File: src/rtl/fft_input_mix.sv
// Packs a serial complex-sample frame into 4-lane words rotated by the group's base-4 digit sum mod 4.
// Optional FFT_IN_ERR_EN adds a sticky oERR flag for ignored control events.
module fft_input_mix #(
  parameter int BIT    = 17,
  parameter int N_LOG2 = 8
) (
  input  logic                  iCLK,
  input  logic                  iRESET,
  input  logic                  iSTART,
  input  logic                  iVALID,
  input  logic signed [BIT-1:0] iRE,
  input  logic signed [BIT-1:0] iIM,
  output logic signed [BIT-1:0] oY0_RE,
  output logic signed [BIT-1:0] oY1_RE,
  output logic signed [BIT-1:0] oY2_RE,
  output logic signed [BIT-1:0] oY3_RE,
  output logic signed [BIT-1:0] oY0_IM,
  output logic signed [BIT-1:0] oY1_IM,
  output logic signed [BIT-1:0] oY2_IM,
  output logic signed [BIT-1:0] oY3_IM,
  output logic                  oVALID,
  output logic [N_LOG2-3:0]     oADDR,
  output logic [1:0]            oSEL,
  output logic                  oBUSY,
  output logic                  oDONE
`ifdef FFT_IN_ERR_EN
  ,output logic                 oERR
`endif
);

  localparam int G_W   = N_LOG2 - 2;
  localparam int N_DIG = G_W / 2;

  typedef enum logic {IDLE, LOAD} state_t;

  state_t                r_state, w_state_next;
  logic [N_LOG2-1:0]     r_idx;
  logic signed [BIT-1:0] r_stage_re [0:2];
  logic signed [BIT-1:0] r_stage_im [0:2];
  logic signed [BIT-1:0] r_y_re [0:3];
  logic signed [BIT-1:0] r_y_im [0:3];
  logic                  r_valid, r_done;
  logic [G_W-1:0]        r_addr;
  logic [1:0]            r_sel;

  logic                  w_accept, w_last, w_group_end;
  logic [G_W-1:0]        w_g;
  logic [1:0]            w_sel;
  logic signed [BIT-1:0] w_lane_re [0:3];
  logic signed [BIT-1:0] w_lane_im [0:3];
  logic signed [BIT-1:0] w_rot_re  [0:3];
  logic signed [BIT-1:0] w_rot_im  [0:3];

  assign w_accept    = (r_state == LOAD) && iVALID;
  assign w_group_end = w_accept && (r_idx[1:0] == 2'd3);
  assign w_last      = w_accept && (r_idx == {N_LOG2{1'b1}});
  assign w_g         = r_idx[N_LOG2-1:2];

  // Digit sum mod 4: 2-bit accumulation wraps naturally.
  always_comb begin
    w_sel = '0;
    for (int d = 0; d < N_DIG; d++) begin
      w_sel = w_sel + w_g[2*d +: 2];
    end
  end

  always_comb begin
    w_state_next = r_state;
    case (r_state)
      IDLE:    if (iSTART) w_state_next = LOAD;
      LOAD:    if (w_last) w_state_next = IDLE;
      default: w_state_next = IDLE;
    endcase
  end

  // Slot 3 bypasses staging so the word is complete on the accepting edge.
  genvar gi;
  generate
    for (gi = 0; gi < 4; gi++) begin : g_lane
      localparam logic [1:0] LANE_K = 2'(gi);
      if (gi == 3) begin : g_direct
        assign w_lane_re[gi] = iRE;
        assign w_lane_im[gi] = iIM;
      end else begin : g_staged
        assign w_lane_re[gi] = r_stage_re[gi];
        assign w_lane_im[gi] = r_stage_im[gi];
      end
      assign w_rot_re[gi] = w_lane_re[LANE_K - w_sel];
      assign w_rot_im[gi] = w_lane_im[LANE_K - w_sel];
    end
  endgenerate

  always_ff @(posedge iCLK or posedge iRESET) begin
    if (iRESET) begin
      r_state <= IDLE;
      r_idx   <= '0;
      r_valid <= 1'b0;
      r_done  <= 1'b0;
      r_addr  <= '0;
      r_sel   <= '0;
      for (int k = 0; k < 3; k++) begin
        r_stage_re[k] <= '0;
        r_stage_im[k] <= '0;
      end
      for (int k = 0; k < 4; k++) begin
        r_y_re[k] <= '0;
        r_y_im[k] <= '0;
      end
    end else begin
      r_state <= w_state_next;
      r_valid <= w_group_end;
      r_done  <= w_last;
      if (r_state == IDLE && iSTART) begin
        r_idx <= '0;
      end else if (w_accept) begin
        r_idx <= r_idx + 1'b1;
      end
      if (w_accept && r_idx[1:0] != 2'd3) begin
        r_stage_re[r_idx[1:0]] <= iRE;
        r_stage_im[r_idx[1:0]] <= iIM;
      end
      if (w_group_end) begin
        r_addr <= w_g;
        r_sel  <= w_sel;
        for (int k = 0; k < 4; k++) begin
          r_y_re[k] <= w_rot_re[k];
          r_y_im[k] <= w_rot_im[k];
        end
      end
    end
  end

`ifdef FFT_IN_ERR_EN
  logic r_err;
  always_ff @(posedge iCLK or posedge iRESET) begin
    if (iRESET) begin
      r_err <= 1'b0;
    end else if (r_state == IDLE && iSTART) begin
      r_err <= 1'b0;
    end else if ((r_state == IDLE && iVALID) || (r_state == LOAD && iSTART)) begin
      r_err <= 1'b1;
    end
  end
  assign oERR = r_err;
`endif

  assign oY0_RE = r_y_re[0];
  assign oY1_RE = r_y_re[1];
  assign oY2_RE = r_y_re[2];
  assign oY3_RE = r_y_re[3];
  assign oY0_IM = r_y_im[0];
  assign oY1_IM = r_y_im[1];
  assign oY2_IM = r_y_im[2];
  assign oY3_IM = r_y_im[3];
  assign oVALID = r_valid;
  assign oDONE  = r_done;
  assign oADDR  = r_addr;
  assign oSEL   = r_sel;
  assign oBUSY  = (r_state == LOAD);

endmodule
File: config.mk
export PLATFORM = sky130hd
export DESIGN_NAME = fft_input_mix
export DESIGN_NICKNAME = d
export VERILOG_FILES = /design/src/rtl/fft_input_mix.sv
export SDC_FILE = /design/constraint.sdc
export NUM_CORES = 1
export LEC_CHECK = 0
export CORE_MARGIN = 2
export CORE_UTILIZATION = 56
export DETAILED_ROUTE_END_ITERATION = 8
export PLACE_DENSITY = 0.77
export SYNTH_ARGS = -nofsm -noshare
export SYNTH_HDL_FRONTEND = slang
export SYNTH_SLANG_ARGS = --single-unit
File: constraint.sdc
create_clock -name iCLK -period 10.4 [get_ports iCLK]
set_input_delay 1.04 -clock iCLK [delete_from_list [all_inputs] [get_ports iCLK]]
set_output_delay 1.04 -clock iCLK [all_outputs]
set_load 0.05 [all_outputs]
==> results of run 1 <==
## logic make-up (layout without fill, tap and decap cells)
family / after synthesis / count (layout) / share of synthesized area (%)
simple gates: 40 / 40 / 1.32
fa+ha+maj: 5 / 5 / 0.491
compound gates: 15 / 15 / 0.754
flops: 257 / 257 / 45.1
xor+xnor: 3 / 3 / 0.289
buf+inv: 78 / 247 / 4.58
mux: 647 / 647 / 47.5
## worst paths after layout
path / from / end / slack (ns) / cells after the start
worst max-delay path: iVALID / oY3_IM[16]$_DFFE_PP0P_ / 6.04 / 7
worst min-delay path: oADDR[5]$_DFFE_PP0P_ / oADDR[5]$_DFFE_PP0P_ / 0.49 / 2
worst max register to register: r_idx[0]$_DFFE_PP0P_ / oY3_IM[16]$_DFFE_PP0P_ / 6.50 / 7
worst min register to register: oADDR[5]$_DFFE_PP0P_ / oADDR[5]$_DFFE_PP0P_ / 0.49 / 2
max in group asynchronous: iRESET / r_stage_re[0]$_DFFE_PP0P_ / 7.83 / 3
min in group asynchronous: iRESET / oY1_IM[10]$_DFFE_PP0P_ / 1.10 / 2
## layout by cell type (no fill, tap or decap), types with 2 or more instances in the layout
cell type / Yosys / layout
mux2_2: 238 / 238
clkdlybuf4s50_1: 0 / 184
o31ai_1: 2 / 2
nand2_1: 25 / 23
ha_1: 4 / 4
nand3_1: 4 / 4
o21ai_0: 3 / 3
o211ai_1: 2 / 2
nand2_2: 0 / 2
clkinv_2: 1 / 2
o41ai_1: 2 / 2
o311ai_0: 2 / 2
nor2_1: 4 / 4
dfrtp_1: 257 / 257
inv_1: 4 / 3
clkbuf_16: 0 / 29
clkbuf_8: 0 / 5
mux2i_1: 409 / 409
clkbuf_1: 1 / 13
buf_4: 10 / 8
## per-stage QoR
step | setup slack, ns | hold WS (ns) | cell area (um^2) | std cells
floorplan | 2.29 | 0.492 | 14300 | 1045
global placement | 5.63 | 0.476 | 16000 | 1495
detailed placement | 5.45 | 0.470 | 16000 | 1495
CTS | 6.05 | 0.493 | 16900 | 1544
global route | 5.81 | 0.531 | 16900 | 1544
finish | 6.04 | 0.491 | 16900 | 1544
## area by class of cell
class	instances	area [um^2]
fill	1919	8240
multi-input combinational	710	7200
sequential	257	6430
timing repair buffer	193	1920
clock buffer	47	843
tap	330	413
inverter	5	42.5
clock inverter	2	10.0
## per-layer routing
layer | vias up | routed length (um)
li1 | 4138 | -
met1 | 4426 | 13700
met2 | 140 | 14100
met3 | 39 | 1430
met4 | 2 | 556
met5 | - | 16
## worst min-delay path, delay by kind of cell (launching register included)
family	cells	cell delay [ns]
simple gates	2	0.11
flops	1	0.34
## flip-flops by register name, indices dropped and copies added, names as in the netlist
register	flops
r_idx	8
oDONE	1
oY3_RE	17
r_stage_im	51
oVALID	1
oBUSY	1
oY1_IM	17
oY3_IM	17
oY0_IM	17
oY1_RE	17
oSEL	2
r_stage_re	51
oY0_RE	17
oY2_RE	17
oADDR	6
oY2_IM	17
==> run summary, run 1 <==
Setup_tns -> 0 ns
Fraction of registers with async set/reset -> 100%
Final Hold Fails -> 0
First-pass GRT wire length -> 48800 um
Core Area -> 0.0251 mm^2
Ports -> 185
CTS Buffer Depth -> 3
Synth cell types -> 34
Least-Margin Pin Slew -> 0.988 ns
Period utilization -> 41.9%
Gr ovfl total -> 0
Via count -> 8745
Met2 Use GR -> 37.2%
Flops & latches, synth -> 257
Final WL -> 29900 um
Largest net degree at the start of global routing -> 171
DRT iter0 DRCs -> 460
Total track usage -> 22.4%
Die H -> 164 um
Clk_lat worst skew -> 0.53 ns
CP Data Required Time -> 10.77 ns
Final core occ -> 67.2%
Port Buffers -> 184
CP endpoint kind -> flip-flop
CTS Hold Bufs -> 0
Slowest cell delay on critical path -> 0.87 ns
DIE AREA -> 0.0268 mm^2
Clk slew on worst S/H paths -> 0.06 ns
TritonCTS clock tree -> done
Crit start category -> primary input
Met1 GRT Util -> 30.6%
Most used routing layer -> met2
Slew Limit Headroom -> 34.2%
Initial Utilization -> 56.8%
Layout cells sized above 1 -> 24.0%
Dominant cells by area after synthesis -> dfrtp_1, mux2i_1, mux2_2
Post-Syn Area per Cell -> 13.7 um^2
Cell count after synthesis -> 1045
Die width -> 164 um
Max-Cap Viols -> 0
Via/cell ratio -> 5.66
Vias in the first global route -> 9167
Worst-path fanout max -> 170
Post-synth EDFFs -> 0
Fin Clk Skew -> 0.00927 ns
Class of the worst hold path -> reg2reg
Row Count -> 58
DR WL/cell -> 19.3 um
CTS H-tree lvls -> 1
Cts bufs inserted -> 29
F_max -> 0.229 GHz
Count leader, synth -> mux2i_1
Highest-delay cell along the critical path -> buf_4
Post-synth top area share -> 45.1%
Synthesis-to-finish area growth -> 18.2%
Final period demand of the worst path -> 4.36 ns
RSZ-0062 raised after global routing -> no
Fin. max-slew vios -> 0
Post-synth top cells -> mux2i_1, dfrtp_1, mux2_2, buf_2, nand2_1
Initial antenna violation count -> 1
Antenna cells -> 0
Sequential fraction of the synthesis area -> 45.1%
Final setup fails -> 0
CP bufs+invs -> 4
Worst-path cell chain -> clkdlybuf4s50_1, nand3_4, inv_16, buf_4, buf_4, mux2i_1, mux2i_1
Drt pass-1 iters -> 4
Area leader, netlist -> dfrtp_1
Crit Path Category -> in2reg
Post-DP HPWL -> 18000 um
CP delay by family, top -> buffers and inverters
Nets -> 1239
Cts repair resizes -> 0
CTS Root Cell -> clkbuf_16
WP data arrival -> 4.73 ns
Syn_nets -> 1088
Setup bufs post-CTS -> 0
Synth Warn # -> 0
Met3 Use GR -> 4.88%
ANT nets after route -> 0
Synthesized area -> 0.0143 mm^2
# DRC -> 0
Most used DFF post-synth -> dfrtp_1
CTS Sinks -> 257
Routability cong. -> 0.742
Result of the run -> completed
Power of run 1 is left out: the tool's default activity adds up to more than one toggle a clock period on the data nets, which glitch-free logic cannot reach.
==> inputs of run 2 (changes only) <==
==> constraint.sdc (replaced) <==
create_clock -name iCLK -period 4.1 [get_ports iCLK]
set_input_delay 0.41 -clock iCLK [delete_from_list [all_inputs] [get_ports iCLK]]
set_output_delay 0.41 -clock iCLK [all_outputs]
set_load 0.05 [all_outputs]
==> run 2 against run 1 <==
Setup slack got worse by 4.9 ns. Hold slack worse by 0.084 ns. Wire length up 1.1%. Largest cell class unchanged.
==> run summary, run 2 (synthesized netlist as in run 1, its figures left out) <==
Result of the run -> completed
CTS Sinks -> 257 (unchanged)
Fin Clk Skew -> 0.0192 ns (+0.00991 ns)
CTS H-tree lvls -> 1 (unchanged)
Period utilization -> 71.2%
R2r setup slk -> 1.18 ns (-5.32 ns)
Total track usage -> 23.0% (+0.56 points)
First-pass GRT wire length -> 49800 um (+2.2%)
Max-Cap Viols -> 0 (unchanged)
Via count -> 8860 (+1.3%)
RSZ-0062 raised after global routing -> no
Crit start category -> flip-flop
Slowest cell delay on critical path -> 1.21 ns (+0.34 ns)
Via/cell ratio -> 5.69 (+0.47%)
Cts bufs inserted -> 29 (unchanged)
Layout cells sized above 1 -> 25.2% (+1.2 points)
Synthesis-to-finish area growth -> 19.9%
Post-DP HPWL -> 19300 um (+7.7%)
Commonest non-fill, non-tap cells in the layout -> mux2i_1, dfrtp_1, mux2_2
Ports -> 185 (unchanged)
WP data arrival -> 3.31 ns (-1.42 ns)
RR Startpoint -> r_idx[2]$_DFFE_PP0P_
DP Worst Slack -> 1.23 ns (-4.22 ns)
# DRC -> 0 (unchanged)
Crit Path Category -> reg2reg
Slew Limit Headroom -> 36.9% (+2.7 points)
Worst-path fanout max -> 35 (-79%)
Highest-delay cell along the critical path -> fa_4
CP endpoint kind -> flip-flop
Die width -> 164 um (unchanged)
CTS Root Cell -> clkbuf_16
CP Data Required Time -> 4.49 ns (-6.28 ns)
DR WL/cell -> 19.4 um (+0.29%)
Vias in the first global route -> 9391 (+2.4%)
Final worst setup slack -> 1.18 ns (-4.86 ns)
Final WL -> 30200 um (+1.1%)
Setup_tns -> 0 ns (unchanged)
Port Buffers -> 184 (unchanged)
CP delay by family, top -> adder cells
Top flop regs -> r_stage_im: 51 flops, r_stage_re: 51 flops
Routability cong. -> 0.764 (+3.0%)
F_max -> 0.342 GHz
Reg2reg end -> oY0_IM[1]$_DFFE_PP0P_
Die H -> 164 um (unchanged)
Cts repair resizes -> 0 (unchanged)
Final setup fails -> 0 (unchanged)
Gr ovfl total -> 0 (unchanged)
Least-Margin Pin Slew -> 0.945 ns (-0.0428 ns)
ANT nets after route -> 0 (unchanged)
Final period demand of the worst path -> 2.92 ns
CP most frequent cell -> mux2i_1
Nets -> 1249 (+0.81%)
Worst-path cell chain -> fa_4, buf_4, mux2_2, mux2i_1, mux2i_1
CTS Buffer Depth -> 3 (unchanged)
Clk slew on worst S/H paths -> 0.06 ns (about the same)
Commonest non-fill, non-tap cell in the layout -> mux2i_1
Antenna cells -> 0 (unchanged)
Setup bufs post-CTS -> 0 (unchanged)
Fin. max-slew vios -> 0 (unchanged)
Initial Utilization -> 56.8% (unchanged)
Drt pass-1 iters -> 4 (unchanged)
Clk_lat worst skew -> 0.55 ns (+0.02 ns)
Initial antenna violation count -> 0 (-1)
Largest net degree at the start of global routing -> 111 (-35%)
Row Count -> 58 (unchanged)
Core Area -> 0.0251 mm^2 (unchanged)
Cells on worst reg2reg path -> 5 (-2)
DRT iter0 DRCs -> 438 (-4.8%)
CP bufs+invs -> 1 (-3)
TritonCTS clock tree -> done
DIE AREA -> 0.0268 mm^2 (unchanged)
Final Hold Fails -> 0 (unchanged)
Placed cell area -> 0.0162 mm^2 (+0.99%)
Post-layout instance area -> 0.0171 mm^2 (+1.4%)
Class of the worst hold path -> in2async
CTS Hold Bufs -> 0 (unchanged)
[run 2: worst max-delay path by stage]
stage / start / endpoint / depth (start not counted)
2_1_floorplan: iRESET / oADDR[0]$_DFFE_PP0P_ / 1
3_3_place_gp: r_idx[2]$_DFFE_PP0P_ / oY3_IM[8]$_DFFE_PP0P_ / 5
3_5_place_dp: r_idx[2]$_DFFE_PP0P_ / oY1_IM[2]$_DFFE_PP0P_ / 5
4_1_cts: r_idx[2]$_DFFE_PP0P_ / oY1_IM[1]$_DFFE_PP0P_ / 5
5_1_grt: r_idx[2]$_DFFE_PP0P_ / oY3_IM[4]$_DFFE_PP0P_ / 5
6_report: r_idx[2]$_DFFE_PP0P_ / oY0_IM[1]$_DFFE_PP0P_ / 5
[run 2: final cells by class]
cell class | instances | area (um^2)
sequential | 257 | 6430
clock buffer | 45 | 866
multi-input combinational | 710 | 7200
clock inverter | 7 | 63.8
fill | 1870 | 8010
timing repair buffer | 203 | 2080
inverter | 5 | 38.8
tap | 330 | 413
[run 2: routing by layer]
metal  share of wire, %  up-vias  track usage [%]
met3                4.3       34             4.19
li1                   -     4164                -
met2                 48      156             38.6
met4                1.7        0             4.55
met5                  0        -                0
met1                 46     4506             31.4
[run 2: metrics by stage]
step,hold WS [ns],utilization (%),std cells
final,0.407,68.1,1557
after global routing,0.488,68.1,1557
after CTS,0.408,68.1,1557
after detailed placement,0.468,64.4,1505
after global placement,0.460,64.4,1505
after floorplan,0.492,-,1045
Power of run 2 is left out for the same reason.
==> inputs of run 3 (changes only) <==
==> constraint.sdc (replaced) <==
create_clock -name iCLK -period 3 [get_ports iCLK]
set_input_delay 0.3 -clock iCLK [delete_from_list [all_inputs] [get_ports iCLK]]
set_output_delay 0.3 -clock iCLK [all_outputs]
set_load 0.05 [all_outputs]
==> run 3 against run 2 <==
Flip-flop and latch count unchanged. Cell count increased by 0.96%. First-iteration DRC count decreased by 7.8%. Global-route usage is 0.18 points lower. Critical path depth did not move. Utilization increased by 1.1 points. Design area rose by 1.7%. Via count down 0.20%. Critical endpoint is now oY1_RE[16]$_DFFE_PP0P_.
==> run summary, run 3 (synthesized netlist as in run 1, its figures left out) <==
Final setup fails -> 0 (unchanged)
Final core occ -> 69.2% (+1.1 points)
R2r setup slk -> 0.32 ns (-0.86 ns)
CP endpoint kind -> flip-flop
Commonest non-fill, non-tap cells in the layout -> mux2i_1, dfrtp_1, mux2_2
Initial antenna violation count -> 1 (+1)
Via count -> 8842 (-0.20%)
Ports -> 185 (unchanged)
Finished Layout Cells -> 1572 (+0.96%)
RSZ-0062 raised after global routing -> no
Initial Utilization -> 56.8% (unchanged)
End of the critical path -> oY1_RE[16]$_DFFE_PP0P_
CP Data Required Time -> 3.40 ns (-1.09 ns)
Nets -> 1262 (+1.0%)
Period utilization -> 89.2% (+18 points)
Die width -> 164 um (unchanged)
Drt pass-1 iters -> 4 (unchanged)
Layout cells sized above 1 -> 26.1% (+0.92 points)
Post-DP HPWL -> 19600 um (+1.3%)
Worst-path fanout max -> 41 (+17%)
Total track usage -> 22.8% (-0.18 points)
TritonCTS clock tree -> done
Critical path startpoint -> r_idx[2]$_DFFE_PP0P_
Worst hold slack -> 0.229 ns (-0.178 ns)
DR WL/cell -> 19.2 um (-0.97%)
Largest net degree at the start of global routing -> 85 (-23%)
Via/cell ratio -> 5.62 (-1.2%)
F_max -> 0.374 GHz (+9.1%)
Cts repair resizes -> 0 (unchanged)
Max-Cap Viols -> 0 (unchanged)
CTS Buffer Depth -> 3 (unchanged)
Commonest non-fill, non-tap cell in the layout -> mux2i_1
Class of the worst hold path -> in2async
CTS Root Cell -> clkbuf_16
Crit Path Category -> reg2reg
RR Startpoint -> r_idx[2]$_DFFE_PP0P_
Final period demand of the worst path -> 2.68 ns (-0.244 ns)
CTS H-tree lvls -> 1 (unchanged)
CTS Hold Bufs -> 0 (unchanged)
Result of the run -> completed
Vias in the first global route -> 9337 (-0.58%)
# DRC -> 0 (unchanged)
Final Hold Fails -> 0 (unchanged)
DIE AREA -> 0.0268 mm^2 (unchanged)
Routability cong. -> 0.767 (+0.34%)
Cts bufs inserted -> 28 (-3.4%)
Final worst setup slack -> 0.323 ns (-0.856 ns)
Slew Limit Headroom -> 51.5% (+15 points)
WP data arrival -> 3.07 ns (-0.24 ns)
Fin. max-slew vios -> 0 (unchanged)
Core Area -> 0.0251 mm^2 (unchanged)
Inst Count DP -> 1519 (+0.93%)
Least-Margin Pin Slew -> 0.726 ns (-0.219 ns)
DRT iter0 DRCs -> 404 (-7.8%)
DP Worst Slack -> 0.344 ns (-0.882 ns)
Port Buffers -> 184 (unchanged)
CTS Sinks -> 257 (unchanged)
Synthesis-to-finish area growth -> 21.9%
Setup bufs post-CTS -> 0 (unchanged)
Top flop regs -> r_stage_im: 51 flops, r_stage_re: 51 flops
Gr ovfl total -> 0 (unchanged)
ANT nets after route -> 0 (unchanged)
First-pass GRT wire length -> 49500 um (-0.68%)
Reg2reg end -> oY1_RE[16]$_DFFE_PP0P_
Fin Clk Skew -> 0.00827 ns (-0.0109 ns)
Cells on worst reg2reg path -> 5 (unchanged)
Clk slew on worst S/H paths -> 0.06 ns (about the same)
Row Count -> 58 (unchanged)
Die H -> 164 um (unchanged)
Clk_lat worst skew -> 0.54 ns (about the same)
Final WL -> 30200 um (about the same)
Crit start category -> flip-flop
## run 3: cell count changes in the layout (fill, tap and decap cells not counted), sizes merged
cell	before	now
inv	5	4
bufinv	1	4
clkbuf	45	40
clkinv	5	8
diode	0	1
buf	19	33
## run 3: cell type report
cell class                 count  area, um^2
fill                        1900        7720
multi-input combinational    710        7200
sequential                   257        6430
timing repair buffer         217        2330
clock buffer                  40         807
tap                          330         413
clock inverter                12         160
inverter                       5        38.8
antenna                        1        2.50
## run 3: layer usage
metal | global-route usage, % | vias up | routed length (um) | part of all wire [%]
li1 | - | 4196 | - | -
met2 | 38.8 | 139 | 14800 | 49
met5 | 0 | - | 0 | 0
met3 | 3.99 | 34 | 1320 | 4.4
met1 | 30.6 | 4473 | 13600 | 45
met4 | 5.10 | 0 | 480 | 1.6
## run 3: per-stage QoR
step,area [um^2],setup TNS [ns]
6_report,17400,0
5_1_grt,17400,0
4_1_cts,17400,0
3_5_place_dp,16400,0
3_3_place_gp,16400,0
2_1_floorplan,14300,-176.20
## run 3: worst max-delay path, stage by stage, from the launching register on
cell and delay (ns):
dfrtp_1 0.45, fa_4 1.10, buf_12 0.29, mux2_2 0.38
mux2i_1 0.18, mux2i_1 0.10
## run 3: worst min-delay path by stage
| stage | from | endpoint | slack [ns] | depth (start not counted) |
|---|---|---|---|---|
| after floorplan | iSTART | oBUSY$_DFF_PP0_ | 0.44 | 2 |
| after global placement | oSEL[0]$_DFFE_PP0P_ | oSEL[0]$_DFFE_PP0P_ | 0.46 | 2 |
| after detailed placement | oADDR[1]$_DFFE_PP0P_ | oADDR[1]$_DFFE_PP0P_ | 0.46 | 2 |
| after CTS | iRESET | r_stage_im[10]$_DFFE_PP0P_ | 0.24 | 2 |
| after global routing | iRESET | r_stage_im[10]$_DFFE_PP0P_ | 0.27 | 2 |
| final | iRESET | r_stage_im[10]$_DFFE_PP0P_ | 0.23 | 2 |
Power of run 3 is left out for the same reason.
